--- config.mk ---
export PLATFORM = sky130hd
export DESIGN_NAME = spi_flash_rdseq
export DESIGN_NICKNAME = d
export VERILOG_FILES = /design/src/rtl/spi_flash_rdseq.sv
export SDC_FILE = /design/constraint.sdc
export NUM_CORES = 1
export LEC_CHECK = 0
export BUFFER_PORTS_ARGS = -buffer_cell sky130_fd_sc_hd__clkbuf_2
export CORE_AREA = 2 2 130 132
export CTS_CLUSTER_SIZE = 28
export DETAILED_ROUTE_END_ITERATION = 8
export DIE_AREA = 0 0 132 134
export GPL_TIMING_DRIVEN = 0
export MAX_ROUTING_LAYER = met4
export PLACE_DENSITY = 0.92
export SLEW_MARGIN = 20
export SYNTH_ARGS = -nofsm -noshare
export SYNTH_HDL_FRONTEND = slang
export SYNTH_SLANG_ARGS = --single-unit
--- constraint.sdc ---
create_clock -name clk -period 3.85 [get_ports clk]
set_input_delay 0.77 -clock clk [delete_from_list [all_inputs] [get_ports clk]]
set_output_delay 0.77 -clock clk [all_outputs]
set_load 0.01 [all_outputs]
--- src/rtl/spi_flash_rdseq.sv ---
// Multi-word flash read sequencer in front of spi_master_fl: issues one read frame per word, buffers results in a FIFO.
// Define SPI_RDSEQ_FASTREAD_EN to use FAST READ (0x0B, 8 dummy cycles) instead of READ (0x03, no dummy).
module spi_flash_rdseq #(
    parameter int unsigned FIFO_AW      = 2,
    parameter logic [2:0]  READ_CTYP    = 3'b001,
    parameter logic [9:0]  FRAME_STRUCT = 10'h000
) (
    input  logic        clk,
    input  logic        rst,
    input  logic        req_valid,
    output logic        req_ready,
    input  logic [31:0] req_addr,
    input  logic [15:0] req_nwords,
    input  logic        req_4byte,
    input  logic        abort,
    output logic [31:0] rd_data,
    output logic        rd_valid,
    input  logic        rd_ready,
    output logic        busy,
    output logic        done,
    output logic        ctrl_validflag,
    input  logic        ctrl_tready,
    input  logic [31:0] ctrl_data_out,
    output logic [31:0] ctrl_address,
    output logic [7:0]  ctrl_command,
    output logic [2:0]  ctrl_commtype,
    output logic [6:0]  ctrl_ndata_bits,
    output logic [3:0]  ctrl_dummy_cycles,
    output logic [9:0]  ctrl_frame_struct,
    output logic        ctrl_fourbyteaddr_on,
    output logic        ctrl_dtr_en,
    output logic [1:0]  ctrl_xipbit_en,
    output logic [1:0]  ctrl_spimode
);

`ifdef SPI_RDSEQ_FASTREAD_EN
    localparam logic [7:0] READ_OP   = 8'h0B;
    localparam logic [3:0] READ_DUMMY = 4'd8;
`else
    localparam logic [7:0] READ_OP   = 8'h03;
    localparam logic [3:0] READ_DUMMY = 4'd0;
`endif

    localparam int unsigned      DEPTH   = 1 << FIFO_AW;
    localparam logic [FIFO_AW:0] DEPTH_C = (FIFO_AW + 1)'(DEPTH);

    typedef enum logic [1:0] {IDLE, ISSUE, WAITACK, WAITDONE} state_t;

    state_t             state;
    logic [15:0]        remaining;
    logic               abort_pend;
    logic [31:0]        mem [DEPTH];
    logic [FIFO_AW-1:0] wr_ptr;
    logic [FIFO_AW-1:0] rd_ptr;
    logic [FIFO_AW:0]   count;

    logic [31:0] start_addr_c;
    logic [31:0] next_addr_c;
    logic        space_c;
    logic        pop_c;
    logic        capture_c;
    logic        kill_c;
    logic        push_c;
    logic        flush_c;

    assign ctrl_command      = READ_OP;
    assign ctrl_dummy_cycles = READ_DUMMY;
    assign ctrl_commtype     = READ_CTYP;
    assign ctrl_ndata_bits   = 7'd32;
    assign ctrl_frame_struct = FRAME_STRUCT;
    assign ctrl_dtr_en       = 1'b0;
    assign ctrl_xipbit_en    = 2'b00;
    assign ctrl_spimode      = 2'b00;

    assign rd_valid = (count != '0);
    assign rd_data  = mem[rd_ptr];

    // Datapath decode; an aborted in-flight word is dropped together with the FIFO contents.
    always_comb begin
        start_addr_c = req_addr & (req_4byte ? 32'hFFFF_FFFC : 32'h00FF_FFFC);
        next_addr_c  = (ctrl_address + 32'd4) & (ctrl_fourbyteaddr_on ? 32'hFFFF_FFFC : 32'h00FF_FFFC);
        space_c      = (count < DEPTH_C);
        pop_c        = rd_valid && rd_ready;
        capture_c    = (state == WAITDONE) && ctrl_tready;
        kill_c       = abort || abort_pend;
        push_c       = capture_c && !kill_c;
        flush_c      = (capture_c && kill_c)
                    || ((state == ISSUE) && abort && !(ctrl_validflag && ctrl_tready));
    end

    // Command sequencer.
    always_ff @(posedge clk) begin
        if (rst) begin
            state                <= IDLE;
            req_ready            <= 1'b1;
            busy                 <= 1'b0;
            done                 <= 1'b0;
            ctrl_validflag       <= 1'b0;
            ctrl_address         <= 32'h0;
            ctrl_fourbyteaddr_on <= 1'b0;
            remaining            <= 16'h0;
            abort_pend           <= 1'b0;
        end else begin
            done <= 1'b0;
            case (state)
                IDLE: begin
                    if (req_valid) begin
                        ctrl_address         <= start_addr_c;
                        ctrl_fourbyteaddr_on <= req_4byte;
                        remaining            <= req_nwords;
                        abort_pend           <= 1'b0;
                        if (req_nwords == 16'h0) begin
                            done <= 1'b1;
                        end else begin
                            state          <= ISSUE;
                            req_ready      <= 1'b0;
                            busy           <= 1'b1;
                            ctrl_validflag <= space_c;
                        end
                    end
                end
                ISSUE: begin
                    if (ctrl_validflag && ctrl_tready) begin
                        ctrl_validflag <= 1'b0;
                        abort_pend     <= abort;
                        state          <= WAITACK;
                    end else if (abort) begin
                        ctrl_validflag <= 1'b0;
                        state          <= IDLE;
                        req_ready      <= 1'b1;
                        busy           <= 1'b0;
                        done           <= 1'b1;
                    end else begin
                        // Validflag only goes out once a FIFO slot is free for the returning word.
                        ctrl_validflag <= space_c;
                    end
                end
                WAITACK: begin
                    if (abort) abort_pend <= 1'b1;
                    if (!ctrl_tready) state <= WAITDONE;
                end
                WAITDONE: begin
                    if (ctrl_tready) begin
                        if (kill_c || (remaining == 16'd1)) begin
                            state      <= IDLE;
                            req_ready  <= 1'b1;
                            busy       <= 1'b0;
                            done       <= 1'b1;
                            abort_pend <= 1'b0;
                        end else begin
                            state        <= ISSUE;
                            ctrl_address <= next_addr_c;
                            remaining    <= remaining - 16'd1;
                        end
                    end else if (abort) begin
                        abort_pend <= 1'b1;
                    end
                end
                default: state <= IDLE;
            endcase
        end
    end

    // Read FIFO.
    always_ff @(posedge clk) begin
        if (rst || flush_c) begin
            wr_ptr <= '0;
            rd_ptr <= '0;
            count  <= '0;
        end else begin
            if (push_c) begin
                mem[wr_ptr] <= ctrl_data_out;
                wr_ptr      <= wr_ptr + FIFO_AW'(1);
            end
            if (pop_c) rd_ptr <= rd_ptr + FIFO_AW'(1);
            if (push_c && !pop_c)      count <= count + (FIFO_AW + 1)'(1);
            else if (!push_c && pop_c) count <= count - (FIFO_AW + 1)'(1);
        end
    end

endmodule
==> flow_summary_export.csv <==
group,metric,value,unit
setup_path,rr_startpoint,"remaining[1]$_SDFFE_PP0P_",
clocking,cts_num_sinks,191,
die,initial_core_util,55.1,%
die,die_area,17700,um^2
synth,synth_cell_types,67,
detailed_routing,drc,0,
synth,syn_avg_cell_area,11.8,um^2
worst_hold_path,hp-class,"reg2reg",
clocking,clk_path_buf_depth,2,
clocking,postCtsSetupBuffers,0,
finish,fill_cells,1246,
setup_path,slowest_delay,0.60,ns
synth,async_flop_share,0,%
setup_path,critPathArrivalTime,2.15,ns
global_route,overflow,0,
detailed_routing,wl,25000,um
setup_path,crit_buf_inv,3,
power_and_ir_drop,leakage,0.00409,uW
clocking,numCtsBuffers,17,
worst_hold_path,holdPathEnd,"req_ready$_SDFFE_PP1P_",
global_route,grt_pass1_wl,38400,um
timing,timing.hold.ws,0.473,ns
synth,synthAdderAreaFrac,1.34,%
timing,fin_ws,0.930,ns
clocking,root_buffer,"clkbuf_16",
timing,setup_viol,0,
synth,ys_warn_count,0,
worst_hold_path,holdPathStages,2,
power_and_ir_drop,ir_worst_vdd,0.000306,V
clocking,ctsHoldBuffers,0,
finish,layout-drive-gt1-share,28.8,%
clocking,clkLatencyLatePin,0.44,ns
die,core-area,16300,um^2
placed_design,place_congestion,0.964,
synth,synth_edf_count,128,
placed_design,pre_cts_ws,0.846,ns
power_and_ir_drop,powerDensity,477,nW/um^2
detailed_routing,vias,7193,
die,io_pins,194,
timing,finalCritPeriodShare,75.9,%
synth,ys_seq_area_share,56.9,%
timing,clock.fmax,342,MHz
setup_path,crit_family,"buffers and inverters",
global_route,grt_max_degree,28,
die,dieHeight,134,um
die,rows,47,
synth,synth-xor-area-share,0.683,%
finish,final_cell_count_no_fill,1200,
setup_path,end_kind,"output pin",
finish,area_growth,20.8,%
detailed_routing,vias_per_cell,5.99,
placed_design,post-place-cells,1168,
timing,finalSetupTns,0,ns
die,die_w,132,um
finish,finalInstanceArea,10800,um^2
detailed_routing,drtAntennaViolNets,0,
synth,synthMuxAreaShare,8.81,%
setup_path,cp_data_required_time,3.08,ns
timing,max_slew_margin,47.1,%
timing,fin_skew,0.0118,ns
detailed_routing,wire_per_inst,20.8,um
finish,n_antenna_cell,0,
synth,synthCells,759,
detailed_routing,drtPass1Iterations,6,
timing,finalHoldViolations,0,
timing,slew_violations,0,
placed_design,port_buffers,148,
setup_path,timing.rr.end,"remaining[0]$_SDFFE_PP0P_",
timing,rsz0062_at_grt,"no",
placed_design,hpwl,17400,um
setup_path,crit_type,"reg2out",
setup_path,cp_cell_sequence,"clkbuf_1 -> buf_2 -> mux4_2 -> clkbuf_2",
synth,synth_compound_area_share,13.0,%
finish,layout_common_cells,"148 x clkbuf_2, 128 x edfxtp_1, 63 x nor2_1, 63 x dfxtp_1, 54 x nand2_1",
clocking,cts_tree,"built",
clocking,clk_pin_slew,0.08,ns
timing,tightest_slew,0.787,ns
synth,synth-simple-area-share,12.9,%
synth,ys_seq_elements,191,
setup_path,r2r_slack,1.21,ns
global_route,antenna_found_initial,0,
setup_path,cp_max_fo,10,
placed_design,placed_area,10200,um^2
synth,synth_flop_cell,"edfxtp_1",
setup_path,crit_slowest_cell,"mux4_2",
finish,mostFrequentLayoutCell,"clkbuf_2",
outcome,status,"finished, final reports clean",
finish,final_nets,1063,
synth,syn-cell-area,8970,um^2
synth,synth_largest_area_cell,"edfxtp_1",
synth,synth_top_family_by_area,"compound AO/OA/AOI/OAI gates",
setup_path,critPathLaunchType,"flop",
synth,yosys.area.top_type_share,42.8,%
worst_hold_path,hp-start,"req_ready$_SDFFE_PP1P_",
run,maxCapViolCount,0,
synth,synthTopCellsByArea,"edfxtp_1 43%, dfxtp_1 14%, mux4_2 8.0%",
clocking,htreeDepth,4,
global_route,grt_pass1_vias,6937,
setup_path,reg2reg_depth,9,
timing,min_period,2.92,ns
detailed_routing,drt-initial-drc-count,769,
clocking,post_cts_resize_count,0,
global_route,grtUsageTotal,29.2,%
[cell type report]
cell class	instances	area [um^2]	share of cell area (%)
repair buffers	152	843	7.78
multi-input cells	502	3450	31.9
plain buffers	89	504	4.65
clock buffers	17	425	3.93
inverters	14	52.6	0.485
well taps	220	275	2.54
flip-flops and latches	191	5100	47.1
clock inverters	15	178	1.64
[stage by stage]
stage               utilization (%)  total power [uW]
floorplan                         -              3080
global placement               62.2              3400
detailed placement             62.8              3430
CTS                            66.5              5180
global route                   66.5              5360
finish                         66.5              5170
[power breakdown]
part	internal, uW	total (uW)	switching [uW]
Combinational	455	1040	587
Sequential	2270	2360	97.6
Clock	885	1770	882
Total	3600	5170	1570
[cells by family after synthesis]
kind of cell             Yosys count
multiplexers                      39
AND/OR/NAND/NOR                  232
AO/OA/AOI/OAI                    176
adder cells (fa/ha/maj)            9
XOR/XNOR                           7
buffers and inverters            103
flip-flops                       191
other                              2
[registers in the layout, summed over array words and instances (netlist names), named ones only]
signal / count
ctrl_fourbyteaddr_on: 1
ctrl_validflag: 1
mem: 128
abort_pend: 1
busy: 1
remaining: 16
state: 1
ctrl_address: 30
wr_ptr: 2
req_ready: 1
rd_ptr: 2
done: 1
count: 3
[cells in the mapped netlist, types with 3 or more instances]
cell type / n
dfxtp_1: 63
and2_1: 9
a32o_1: 3
nand3_1: 29
ha_1: 8
nand2_1: 54
o21ai_0: 12
a211oi_1: 13
edfxtp_1: 128
and4_1: 6
buf_2: 13
nor2b_1: 4
mux2i_1: 7
mux4_2: 32
buf_4: 41
buf_1: 4
a22o_1: 4
nand2b_1: 9
a31oi_1: 10
o21ai_1: 19
a21oi_1: 51
o22ai_1: 7
nor2_1: 63
clkbuf_1: 31
inv_1: 14
a32oi_1: 4
nand4_1: 8
nor4_1: 9
o32ai_1: 9
a22oi_1: 3
a311oi_1: 7
a21o_1: 6
and3_1: 9
o21a_1: 3
xor2_1: 5
or3_1: 4
o31ai_1: 7
nor3_1: 11
[layer usage]
layer | vias to the layer above | part of all wire [%] | global-route usage (%)
met1 | 3368 | 37 | 35.2
met5 | - | 0 | -
met4 | 0 | 2.6 | 11.5
met2 | 503 | 50 | 49.1
li1 | 3247 | - | -
met3 | 75 | 10 | 5.52
[worst max-delay path by stage]
stage / start / endpoint / slack [ns] / cells past startpoint
floorplan: abort / mem[0][0]$_DFFE_PP_ / 1.03 / 5
global placement: abort / mem[0][25]$_DFFE_PP_ / 0.23 / 6
detailed placement: abort / mem[3][29]$_DFFE_PP_ / 0.85 / 7
CTS: flop / rd_data[20] / 0.87 / 4
global route: flop / rd_data[20] / 0.79 / 4
finish: flop / rd_data[20] / 0.93 / 4
[worst register-to-register path, stage by stage, from the launching register on]
cell,delay (ns)
dfxtp_1,0.41
inv_1,0.10
ha_1,0.18
nor4b_1,0.13
and3_1,0.18
clkbuf_1,0.21
a31oi_2,0.44
clkbuf_1,0.57
nand3_1,0.16
a31oi_1,0.19
No activity file was read; power rests on OpenSTA's default activity.
